**src/rtl/flag_seq_pkg.sv**
```systemverilog
// Shared types and constants for the flag-check sequencer and its round datapath.
package flag_seq_pkg;

  typedef enum logic [1:0] {
    OP_ROR3 = 2'b00,
    OP_ROL2 = 2'b01,
    OP_ADD  = 2'b10,
    OP_XOR  = 2'b11
  } op_e;

  localparam logic [7:0] MAGIC_K = 8'h37;

  typedef enum logic [2:0] {
    IDLE,
    LOAD,
    ROUND,
    CHECK,
    DONE
  } state_e;

endpackage

```
**src/rtl/flag_seq_magic_round.sv**
```systemverilog
// One combinational magic round; shared by the sequencer, reusable by an unrolled datapath.
module magic_round
  import flag_seq_pkg::*;
(
  input  logic [7:0] inp,
  input  logic [1:0] sel,
  output logic [7:0] res
);

  always_comb begin
    res = inp;
    case (op_e'(sel))
      OP_ROR3: res = {inp[2:0], inp[7:3]};
      OP_ROL2: res = {inp[5:0], inp[7:6]};
      OP_ADD:  res = inp + MAGIC_K;
      OP_XOR:  res = inp ^ MAGIC_K;
      default: res = inp;
    endcase
  end

endmodule

```
**src/rtl/flag_seq_ctrl.sv**
```systemverilog
// Flag-check sequencer: 4 shared magic rounds per byte, compared against an expected table.
// Optional FLAG_SEQ_EARLY_EXIT_EN: stop the run at the first mismatching byte.
module flag_seq_ctrl
  import flag_seq_pkg::*;
#(
  parameter  int unsigned LEN   = 32,
  localparam int unsigned IDX_W = (LEN > 1) ? $clog2(LEN) : 1
) (
  input  logic             clk,
  input  logic             rst,
  input  logic             start,
  input  logic             in_valid,
  input  logic [7:0]       in_data,
  output logic             in_ready,
  output logic [IDX_W-1:0] exp_addr,
  input  logic [7:0]       exp_data,
  output logic             out_valid,
  output logic [7:0]       out_data,
  output logic             busy,
  output logic             done,
  output logic             pass,
  output logic [IDX_W:0]   err_cnt
);

  state_e           state_q, state_d;
  logic [IDX_W-1:0] idx_q, idx_d;
  logic [1:0]       rnd_q, rnd_d;
  logic [7:0]       acc_q, acc_d;
  logic [7:0]       orig_q, orig_d;
  logic [IDX_W:0]   err_q, err_d;
  logic             pass_q, pass_d;

  logic [1:0] rnd_sel;
  logic [7:0] round_res;
  logic       mismatch;
  logic       last_byte;

  magic_round u_round (
    .inp (acc_q),
    .sel (rnd_sel),
    .res (round_res)
  );

  // Each round consumes the next 2-bit field of the original byte, LSBs first.
  always_comb begin
    rnd_sel = orig_q[1:0];
    case (rnd_q)
      2'd0: rnd_sel = orig_q[1:0];
      2'd1: rnd_sel = orig_q[3:2];
      2'd2: rnd_sel = orig_q[5:4];
      2'd3: rnd_sel = orig_q[7:6];
    endcase
  end

  assign mismatch  = (acc_q != exp_data);
  assign last_byte = (idx_q == IDX_W'(LEN - 1));
  assign exp_addr  = idx_q;
  assign err_cnt   = err_q;
  assign pass      = pass_q;

  always_comb begin
    state_d   = state_q;
    idx_d     = idx_q;
    rnd_d     = rnd_q;
    acc_d     = acc_q;
    orig_d    = orig_q;
    err_d     = err_q;
    pass_d    = pass_q;
    in_ready  = 1'b0;
    out_valid = 1'b0;
    out_data  = '0;
    done      = 1'b0;
    busy      = (state_q != IDLE);
    case (state_q)
      IDLE: begin
        if (start) begin
          idx_d   = '0;
          err_d   = '0;
          pass_d  = 1'b0;
          state_d = LOAD;
        end
      end
      LOAD: begin
        in_ready = 1'b1;
        if (in_valid) begin
          orig_d  = in_data;
          acc_d   = in_data;
          rnd_d   = '0;
          state_d = ROUND;
        end
      end
      ROUND: begin
        acc_d = round_res;
        rnd_d = rnd_q + 2'd1;
        if (rnd_q == 2'd3) state_d = CHECK;
      end
      CHECK: begin
        out_valid = 1'b1;
        out_data  = acc_q;
        if (mismatch && (err_q != '1)) err_d = err_q + 1'b1;
`ifdef FLAG_SEQ_EARLY_EXIT_EN
        if (mismatch || last_byte) begin
          state_d = DONE;
        end else begin
          idx_d   = idx_q + 1'b1;
          state_d = LOAD;
        end
`else
        if (last_byte) begin
          state_d = DONE;
        end else begin
          idx_d   = idx_q + 1'b1;
          state_d = LOAD;
        end
`endif
      end
      DONE: begin
        done    = 1'b1;
        pass_d  = (err_q == '0);
        state_d = IDLE;
      end
      default: state_d = IDLE;
    endcase
  end

  always_ff @(posedge clk or posedge rst) begin
    if (rst) begin
      state_q <= IDLE;
      idx_q   <= '0;
      rnd_q   <= '0;
      acc_q   <= '0;
      orig_q  <= '0;
      err_q   <= '0;
      pass_q  <= 1'b0;
    end else begin
      state_q <= state_d;
      idx_q   <= idx_d;
      rnd_q   <= rnd_d;
      acc_q   <= acc_d;
      orig_q  <= orig_d;
      err_q   <= err_d;
      pass_q  <= pass_d;
    end
  end

endmodule

```
**config.mk**
```make
export PLATFORM = sky130hd
export DESIGN_NAME = flag_seq_ctrl
export DESIGN_NICKNAME = d
export VERILOG_FILES = /design/src/rtl/flag_seq_pkg.sv /design/src/rtl/flag_seq_magic_round.sv /design/src/rtl/flag_seq_ctrl.sv
export SDC_FILE = /design/constraint.sdc
export NUM_CORES = 1
export LEC_CHECK = 0
export ABC_AREA = 1
export CAP_MARGIN = 10
export CORE_MARGIN = 2
export CORE_UTILIZATION = 63
export CTS_CLUSTER_DIAMETER = 150
export DETAILED_ROUTE_END_ITERATION = 8
export DONT_BUFFER_PORTS = 1
export GPL_TIMING_DRIVEN = 0
export PLACE_DENSITY = 0.88
export SLEW_MARGIN = 20
export SYNTH_ARGS = -nofsm -noshare
export SYNTH_HDL_FRONTEND = slang
export SYNTH_HIERARCHICAL = 1
export SYNTH_SLANG_ARGS = --single-unit
```
**constraint.sdc**
```tcl
create_clock -name clk -period 2.3 [get_ports clk]
set_input_delay 0.345 -clock clk [delete_from_list [all_inputs] [get_ports clk]]
set_output_delay 0.345 -clock clk [all_outputs]
set_load 0.01 [all_outputs]
```
* Word-level counts from Yosys, hierarchy flattened
Cells that the tools add are included.
Word-level totals: register bits 33, latch bits 0, bits in writable memories 0, memory bits (read-only) 0, bits of input ports 20, output and inout bits 24, memories kept 0
Cells by class: $add $sub $neg 4, multiply operators 0, divide/modulo/power cells 0, order comparisons 0, equal/unequal tests 19, shift-type cells 0, mux-type cells 23, bitwise gates (word level) 1, reductions and logical operators 16
Operator list (number):
- one-hot mux 8 bit (4 select lines) | 1
- 2-to-1 mux 8 bit | 2
- one-hot mux 8 bit (2 select lines) | 1
- 2-to-1 mux 3 bit | 4
- 2-to-1 mux 6 bit | 2
- inequality test 2 bit (second input constant) | 6
- one-hot mux 3 bit (4 select lines) | 1
- one-hot mux 6 bit (2 select lines) | 1
- AND reduction 3 bit | 4
- 2-to-1 mux 5 bit | 2
- one-hot mux 5 bit (2 select lines) | 1
- adder 8 x 6 -> 8 bit (second input constant) | 1
- equality test 2 bit (second input constant) | 4
- inequality test 8 bit | 1
- one-hot mux 2 bit (4 select lines) | 1
- adder 6 x 1 -> 6 bit (second input constant) | 1
- equality test 3 x 2 -> 1 bit (second input constant) | 2
- logical NOT 6 bit | 1
- inequality test 6 bit (second input constant) | 1
- AND reduction 2 bit | 3
- nonzero test 2 bit | 3
- adder 5 x 1 -> 5 bit (second input constant) | 1
- equality test 5 bit (second input constant) | 1
- inverter 5 bit | 1
- 12 further kinds | 17

* Depth between registers and ports, before layout
Gate-level depths: netlist of the first run.
depth in word-level cells 5, mapped depth 14, depth with buffers taken out 14

* By module
Netlist of the first run, hierarchy kept.
By module, submodules not included:
- flag_seq_ctrl | instances 1, cells each 238, area each 1855.5 µm², sequential area each 825.8 µm²
- magic_round | instances 1, cells each 68, area each 321.6 µm², sequential area each 0.0 µm²

* Least setup slack after synthesis of the first run
OpenSTA, ideal clock, no wires.
path kind register to register, from register rnd_q[0], to register acc_q[6], setup time 0.130 ns, arrival 1.852 ns, path slack 0.318 ns, cell stages (with the launch flop) 13, cells stage by stage dfrtp_1 -> inv_1 -> ha_1 -> inv_1 -> o22ai_1 -> a211oi_1 -> a21oi_1 -> nor2_1 -> inv_1 -> o22ai_1 -> o21bai_1 -> nand2_1 -> o211ai_1
Between the ends: word-level cells in the longest chain between the ends 5, elaborated cells between the ends (all ways) 13, those cells by class eq/ne: 7; mux: 3; reduce/logical: 3
RTL lines:
- start, declared | line flag_seq_ctrl.sv:27 | logic [1:0] rnd_q, rnd_d;
- start signal, assigned | line flag_seq_ctrl.sv:138 | rnd_q <= rnd_d;
- equality test 2 bit (tied with other cells) | line flag_seq_ctrl.sv:47 | case (rnd_q)
- one-hot mux 2 bit (4 select lines) * | line flag_seq_ctrl.sv:47
- named net rnd_sel[0] | line flag_seq_ctrl.sv:33 | logic [1:0] rnd_sel;
- equality test 2 bit (tied with other cells) | line flag_seq_magic_round.sv:12 | case (op_e'(sel))
- one-hot mux 8 bit (4 select lines) * | line flag_seq_magic_round.sv:12
- named net round_res[6] | line flag_seq_ctrl.sv:34 | logic [7:0] round_res;
- one-hot mux 8 bit (2 select lines) * | line flag_seq_ctrl.sv:74 | case (state_q)
- end signal, assigned | line flag_seq_ctrl.sv:131 | acc_q <= '0;
- end signal, assigned | line flag_seq_ctrl.sv:139 | acc_q <= acc_d;
- end, declared | line flag_seq_ctrl.sv:28 | logic [7:0] acc_q, acc_d;
The timed path passes the listed nets; every way through them passes the cells marked *. A chain may end at the register's enable or synchronous reset.

* Worst setup path in the final report of the first run
from register rnd_q[0], to register acc_q[7]
The elaborated chain is that of the path after synthesis.

==> results_dict.tcl, run 1 <==
set metrics [dict create \
    outcome "finished, final reports clean" \
    worst-path-max-fanout 6 \
    cts_max_level 2 \
    wl_um 5037 \
    post-route-min-period_ps 2119 \
    instances_no_fill 365 \
    synth_seq_cells 33 \
    final_cell_mix "nand2_1, inv_1, dfrtp_1, nor2_1, nand3_1" \
    drive_above_1_share 0.1034 \
    dr.first_iter.drc_count 142 \
    yosys_most_used_dff "dfrtp_1" \
    grt-ovfl-total 0 \
    async_flop_share 1.000 \
    yosysUniqueCellTypes 36 \
    drv_slew 0 \
    layout.filler_cells 266 \
    grt_max_degree 34 \
    clk_latency_ps 340 \
    slew_headroom 0.5549 \
    initial_core_util 0.6524 \
    yosysSeqAreaShare 0.3793 \
    synth_edf_count 0 \
    post_drt_wl_per_cell_um 13.80 \
    place_congestion 0.9213 \
    peakVddDrop_mv 0.7499 \
    postSynthAreaPerCell_um2 7.115 \
    path_class "reg -> reg" \
    synthesis.nets 335 \
    cts_buffers 5 \
    finalSetupViolCount 0 \
    p_leak_nw 1.220 \
    die_w_um 62.79 \
    crit_slowest_cell "dfrtp_1" \
    viasPerCell 5.474 \
    nets 347 \
    worst_pin_slew_ps 666.6 \
    final_util 0.7094 \
    vias 1998 \
    arrival_ps 2370 \
    path_cells "inv_1, ha_1, inv_1, o22ai_1, a211oi_1, a21oi_2, buf_4, nand2_2, o22ai_1, inv_1, nand2_1, nand2_1, o211ai_1" \
    maxCapViolations 0 \
    final_common_cell "nand2_1" \
    cellPowerDensity_nw_per_um2 1480 \
    syn_inst 306 \
    antenna_found_initial 0 \
    cts.sinks 33 \
    cts_buffer_depth 2 \
    io_buffers 0 \
    setup.worst_path.start_class "flip-flop" \
    hp-class "in -> reg" \
    io_pins 44 \
    grt_pass1_vias 1968 \
    period_share 0.9213 \
    die_area_um2 3942 \
    syn-cell-area_um2 2177 \
    ant_nets 0 \
    clkTransAtPathRegs_ps 110 \
    place_inst 352 \
    root_buffer "clkbuf_4" \
    hpwlAfterDp_um 3660 \
    rows 21 \
    fin_setup_tns_ps 0 \
    postLayoutSetupSlackWorst_ps 181.1 \
    fp.coreArea_um2 3337 \
    max_freq_mhz 471.9 \
    antennaDiodeCount 0 \
    critPathRequiredTime_ps 2560 \
    rsz0062_at_grt "no" \
    finalHoldViolCount 0 \
    cp-end-kind "flip-flop" \
    slowest_delay_ps 420 \
    path_common_cell "inv_1" \
    area_growth_pct 8.736 \
    dieHeight_um 62.79 \
    dr.pass1.iters 4 \
    drc 0 \
    track_usage 0.2718 \
    grt_pass1_wl_um 8314 \
    finClkSkew_ps 9.797 \
    hold_slack_ps 144.9 \
    dpl_worst_slack_ps -9.060 \
    cts_tree "built" \
    synth_warnings 6 \
]
-- stage by stage --
step / instance area, um2 / power, mW
after floorplan: 2177 / 2.474
final: 2367 / 3.503
after global routing: 2367 / 3.812
after global placement: 2235 / 2.798
after detailed placement: 2235 / 2.851
after CTS: 2337 / 3.346
-- cells by family after synthesis --
family          Yosys count  share of synthesized area
flops                    33                     0.3793
compound gates           46                     0.1391
buf+inv                  60                     0.1098
xor+xnor                  5                    0.02012
fa+ha+maj                 9                    0.05173
simple gates            153                     0.3000
-- final cells by class --
class,count,area [um2],area share
well taps,46,57.56,0.02431
flip-flops and latches,33,825.8,0.3488
inverters,57,216.5,0.09144
repair buffers,5,40.04,0.01691
multi-input cells,213,1120,0.4730
clock inverters,1,30.03,0.01268
clock buffers,7,55.05,0.02326
plain buffers,3,22.52,0.009514
-- power by group --
group / leakage [nW] / internal, mW / switching, mW
Clock: 0.0455 / 0.260 / 0.203
Combinational: 0.750 / 0.724 / 1.27
Sequential: 0.425 / 0.794 / 0.247
-- cells in the mapped netlist, types with 4 or more instances --
cell | n | share of area
a21oi_1 | 7 | 0.016
dfrtp_1 | 33 | 0.38
ha_1 | 9 | 0.052
inv_1 | 51 | 0.088
nand2_1 | 95 | 0.16
nand3_1 | 16 | 0.037
nand4_1 | 4 | 0.011
nor2_1 | 27 | 0.047
o211ai_1 | 9 | 0.031
o21ai_0 | 8 | 0.018
o21ai_1 | 6 | 0.014
o22ai_1 | 6 | 0.017
-- metal layers --
layer	part of all wire	global-route usage	vias to the layer above
met1	0.41	0.3286	911
met5	0	0	-
met4	0.021	0.1167	0
met3	0.086	0.07568	12
met2	0.49	0.4556	79
li1	-	-	996
-- worst paths after layout --
kind                       slack, ps  cells past startpoint           to  startpoint
setup / recovery                 180                     13     acc_q[7]    rnd_q[0]
hold / removal                   140                      2    orig_q[5]  in_data[5]
setup reg to reg                 180                     13     acc_q[7]    rnd_q[0]
hold reg to reg                  510                      2    orig_q[2]   orig_q[2]
max in group asynchronous       1310                      2   err_cnt[2]         rst
min in group asynchronous        550                      2  exp_addr[4]         rst
-- critical path: cells and delay by family, from the launching register on --
kind                       cells  cell delay, ps
and+or+nand+nor                3             260
buffers and inverters          4             460
adders and majority gates      1             150
AOI/OAI and AO/OA              5             750
DFF                            1             420
-- state kept, by name, summed over array words and instances, names as in the netlist --
| register | flops |
|---|---|
| err_cnt | 6 |
| state_q | 3 |
| orig_q | 8 |
| rnd_q | 2 |
| acc_q | 8 |
| exp_addr | 5 |
| pass | 1 |
-- repair_timing --
item	CTS	global route
hold buffers	1	0
setup buffers	0	4
setup endpoints to repair	2	3
endpoints found under the hold margin	33	0
resized for setup	2	0
pin swaps	0	0
No activity file was read; power rests on OpenSTA's default activity.
==> run 2, diff against run 1 <==
--- a/config.mk
+++ b/config.mk
@@ -7,7 +7,7 @@
 export LEC_CHECK = 0
 export ABC_AREA = 1
 export CAP_MARGIN = 10
-export CORE_MARGIN = 2
+export CORE_MARGIN = 3
 export CORE_UTILIZATION = 63
 export CTS_CLUSTER_DIAMETER = 150
 export DETAILED_ROUTE_END_ITERATION = 8
==> results_dict.tcl, run 2 (same netlist as run 1, synthesis figures left out) <==
set metrics [dict create \
    outcome "finished, final reports clean" \
    cellPowerDensity_nw_per_um2 1436 \
    final_common_cell "nand2_1" \
    layout.filler_cells 262 \
    cts_buffer_depth 2 \
    finClkSkew_ps 13.13 \
    dr.pass1.iters 4 \
    setup.worst_path.start_class "flip-flop" \
    postLayoutSetupSlackWorst_ps 236.3 \
    initial_core_util 0.6850 \
    critPathRequiredTime_ps 2510 \
    period_share 0.8973 \
    nets 347 \
    area_growth_pct 7.414 \
    hpwlAfterDp_um 3691 \
    fp.coreArea_um2 3178 \
    viasPerCell 5.479 \
    instances_no_fill 363 \
    cts_buffers 5 \
    dr.first_iter.drc_count 153 \
    root_buffer "clkbuf_4" \
    worst_pin_slew_ps 675.1 \
    peakVddDrop_mv 1.039 \
    place_inst 350 \
    drive_above_1_share 0.1034 \
    wl_um 4831 \
    clkTransAtPathRegs_ps 100 \
    antennaDiodeCount 0 \
    drc 0 \
    fin_setup_tns_ps 0 \
    place_congestion 0.8783 \
    grt_pass1_wl_um 8148 \
    die_area_um2 4197 \
    track_usage 0.2491 \
    grt-ovfl-total 0 \
    die_w_um 64.79 \
    cts.sinks 33 \
    ant_nets 0 \
    post_drt_wl_per_cell_um 13.31 \
    hp-class "in -> reg" \
    finalHoldViolCount 0 \
    slew_headroom 0.5492 \
    io_pins 44 \
    antenna_found_initial 0 \
    vias 1989 \
    drv_slew 0 \
    final_cell_mix "nand2_1, inv_1, dfrtp_1, nor2_1, nand3_1" \
    p_leak_nw 1.204 \
    grt_max_degree 34 \
    cts_max_level 2 \
    cts_tree "built" \
    dieHeight_um 64.79 \
    io_buffers 0 \
    dpl_worst_slack_ps -27.74 \
    hold_slack_ps 165.4 \
    arrival_ps 2280 \
    path_class "reg -> reg" \
    rows 20 \
    cp-end-kind "flip-flop" \
    worst-path-max-fanout 6 \
    maxCapViolations 0 \
    clk_latency_ps 340 \
    max_freq_mhz 484.6 \
    post-route-min-period_ps 2064 \
    finalSetupViolCount 0 \
    grt_pass1_vias 1877 \
]
[run 2: cell types whose count changed in the layout (fill, tap and decap cells not counted), sizes merged]
| cell | before | now |
|---|---|---|
| bufinv | 1 | 0 |
| clkbuf | 7 | 8 |
[run 2: timing repair]
action | in CTS | in global routing
endpoints found under the setup margin | 4 | 7
hold buffers | 1 | 0
gates resized for setup | 2 | 2
setup buffers | 0 | 4
endpoints found under the hold margin | 16 | 0
[run 2: path summary, 6_finish.rpt]
check | cells after the start | to | slack, ps | from
setup / recovery | 14 | acc_q[3] | 240 | rnd_q[0]
hold / removal | 2 | orig_q[0] | 170 | in_data[0]
setup reg to reg | 14 | acc_q[3] | 240 | rnd_q[0]
hold reg to reg | 2 | orig_q[2] | 530 | orig_q[2]
max in group asynchronous | 2 | state_q[1] | 1280 | rst
min in group asynchronous | 2 | err_cnt[1] | 570 | rst
[run 2: routing by layer]
metal | share of wire | GRT usage | up-vias
met5 | 0 | 0 | -
met4 | 0.0070 | 0.06596 | 0
met3 | 0.077 | 0.06412 | 3
met2 | 0.46 | 0.4010 | 70
met1 | 0.45 | 0.3333 | 915
li1 | - | - | 1001
[run 2: layout make-up]
cell class | instances | area, um2 | area share
buffer | 3 | 22.52 | 0.009631
clock buffer | 8 | 48.80 | 0.02087
inverter | 57 | 216.5 | 0.09256
multi-input combinational | 213 | 1130 | 0.4831
sequential | 33 | 825.8 | 0.3531
tap | 44 | 55.05 | 0.02354
timing repair buffer | 5 | 40.04 | 0.01712
[run 2: report_power, final]
group	internal (mW)	switching, mW
Sequential	0.795	0.246
Combinational	0.740	1.27
Clock	0.122	0.190
[run 2: per-stage QoR]
step | power, mW | cell area, um2 | utilization
2_1_floorplan | 2.474 | 2177 | -
3_3_place_gp | 2.810 | 2232 | 0.7024
3_5_place_dp | 2.866 | 2232 | 0.7024
4_1_cts | 3.205 | 2298 | 0.7232
5_1_grt | 3.688 | 2338 | 0.7358
6_report | 3.358 | 2338 | 0.7358
[run 2: critical path, stage by stage, from the launching register on]
cell and delay, ps:
dfrtp_1 390, inv_1 110, ha_1 200, inv_1 70
o22ai_1 90, a211oi_2 190, a21oi_2 40, buf_4 160
buf_4 140, nand2_2 120, inv_2 60, nand2_1 50
o2111ai_1 130, nand2_1 90, o211ai_1 100
==> variant: new RTL, flow settings as in run 2 <==
The option `FLAG_SEQ_EARLY_EXIT_EN` is turned on by a define.
--- a/src/rtl/flag_seq_ctrl.sv
+++ b/src/rtl/flag_seq_ctrl.sv
@@ -1,5 +1,7 @@
 // Flag-check sequencer: 4 shared magic rounds per byte, compared against an expected table.
 // Optional FLAG_SEQ_EARLY_EXIT_EN: stop the run at the first mismatching byte.
+`define FLAG_SEQ_EARLY_EXIT_EN
+
 module flag_seq_ctrl
   import flag_seq_pkg::*;
 #(
Behaviour: not the same (a bounded check fails within 10 cycles, from zero or initial values and one cycle with rst high).
==> variant against run 2 <==
Final area rose by 2.5%. Clock power up 9.6%. Fmax is 0.13% lower. Sequential cell count unchanged. Setup slack got worse by 0.0028 ns. Total power shrank 5.9%. Area after synthesis rose by 2.8%. Wire length grew 5.3%. Critical path type unchanged. Largest power group unchanged.
==> variant: results <==
[run_status]
status = completed

[place]
dp_hpwl_mm = 3.87
place_congestion = 0.964
placed_area_mm2 = 0.00230
placed_cells = 365
place_ws_ns = -0.0398

[layout]
finalNetCount = 359
multi_input_gates = 224
layout-drive-gt1-share = 0.115
final_util = 0.707
seq_cells = 33
fill_cells = 272
clock_area_frac = 0.0230
buffer_area_frac = 0.0245
non_clock_inverter_count = 58
multiInputGateArea_mm2 = 0.00118
clockBufferCount = 7
nNonClkBuffers = 8

[drt]
met3WireLength_um = 331
dr_wl_met2_mm = 2.36
drt-met1-wl_mm = 2.29
drt_iter0_markers = 216
routed_via_density = 5.42
highest_layer = met4
routedWlPerCell_um = 13.5
routed_wl_mm = 5.09

[global_routing]
grt_max_degree = 34
met2_usage = 0.386
grt_use_met3 = 0.0581
grtUsageTotal = 0.251
first_global_vias = 1831
grt_use_met1 = 0.339
grt_pass1_wl_mm = 8.16

[power]
power_switching_mw = 1.58
leakagePower_nw = 1.28
powerClk_uw = 342
internal_power_mw = 1.58
peakVddDrop_uv = 876
pwr.group.sequential_uw = 975

[clock_network]
cts_hold_buf = 1
clk_path_buf_depth = 2

[synthesis]
synth_cell_type_count = 29
syn_nets = 348
synthTopCellsByCount = nand2_1 (102), inv_1 (56), dfrtp_1 (33)
synth_area_leaders = dfrtp_1 (37%), nand2_1 (17%), inv_1 (9.4%)
synth_top_family_by_area = simple AND/OR/NAND/NOR gates
synthAdderAreaFrac = 0.0503
synth_compound_area_frac = 0.137
synth-xor-area-share = 0.0117
ys_seq_area_frac = 0.369
synthCells = 319

[floorplan]
core_area_mm2 = 0.00339
fp.dieW_um = 65.6

[timing]
worst_pin_slew_ns = 0.681
clock-skew-final_ns = 0.0130

[critical_path]
cp_max_fo = 7
arrival_ns = 2.34
-- variant: cell types whose count changed after synthesis, moves of 3 or more --
cell      change
o211ai_2      +8
o21ai_1       -3
inv_1         +5
nand2_1       +7
nand4_1       +4
buf_2         +3
o211ai_1      -7
-- variant: critical path, stage by stage (launching register included) --
cell and delay, ns:
dfrtp_1 0.39, inv_1 0.11, ha_1 0.20, inv_1 0.06, o22ai_1 0.08, a211oi_2 0.18
a21oi_2 0.04, buf_4 0.16, nor2_1 0.17, inv_1 0.14, o22ai_1 0.16, o21bai_1 0.14
nand2_1 0.09, o211ai_2 0.07
-- variant: final timing paths --
path / start / to / slack [ns] / cells after the start
worst min-delay path: in_data[0] / acc_q[0] / 0.15 / 2
min in group asynchronous: rst / orig_q[6] / 0.55 / 2
max in group asynchronous: rst / exp_addr[2] / 1.30 / 2
worst max-delay path: rnd_q[0] / acc_q[6] / 0.23 / 13
worst max register to register: rnd_q[0] / acc_q[6] / 0.23 / 13
worst min register to register: orig_q[3] / orig_q[3] / 0.49 / 2
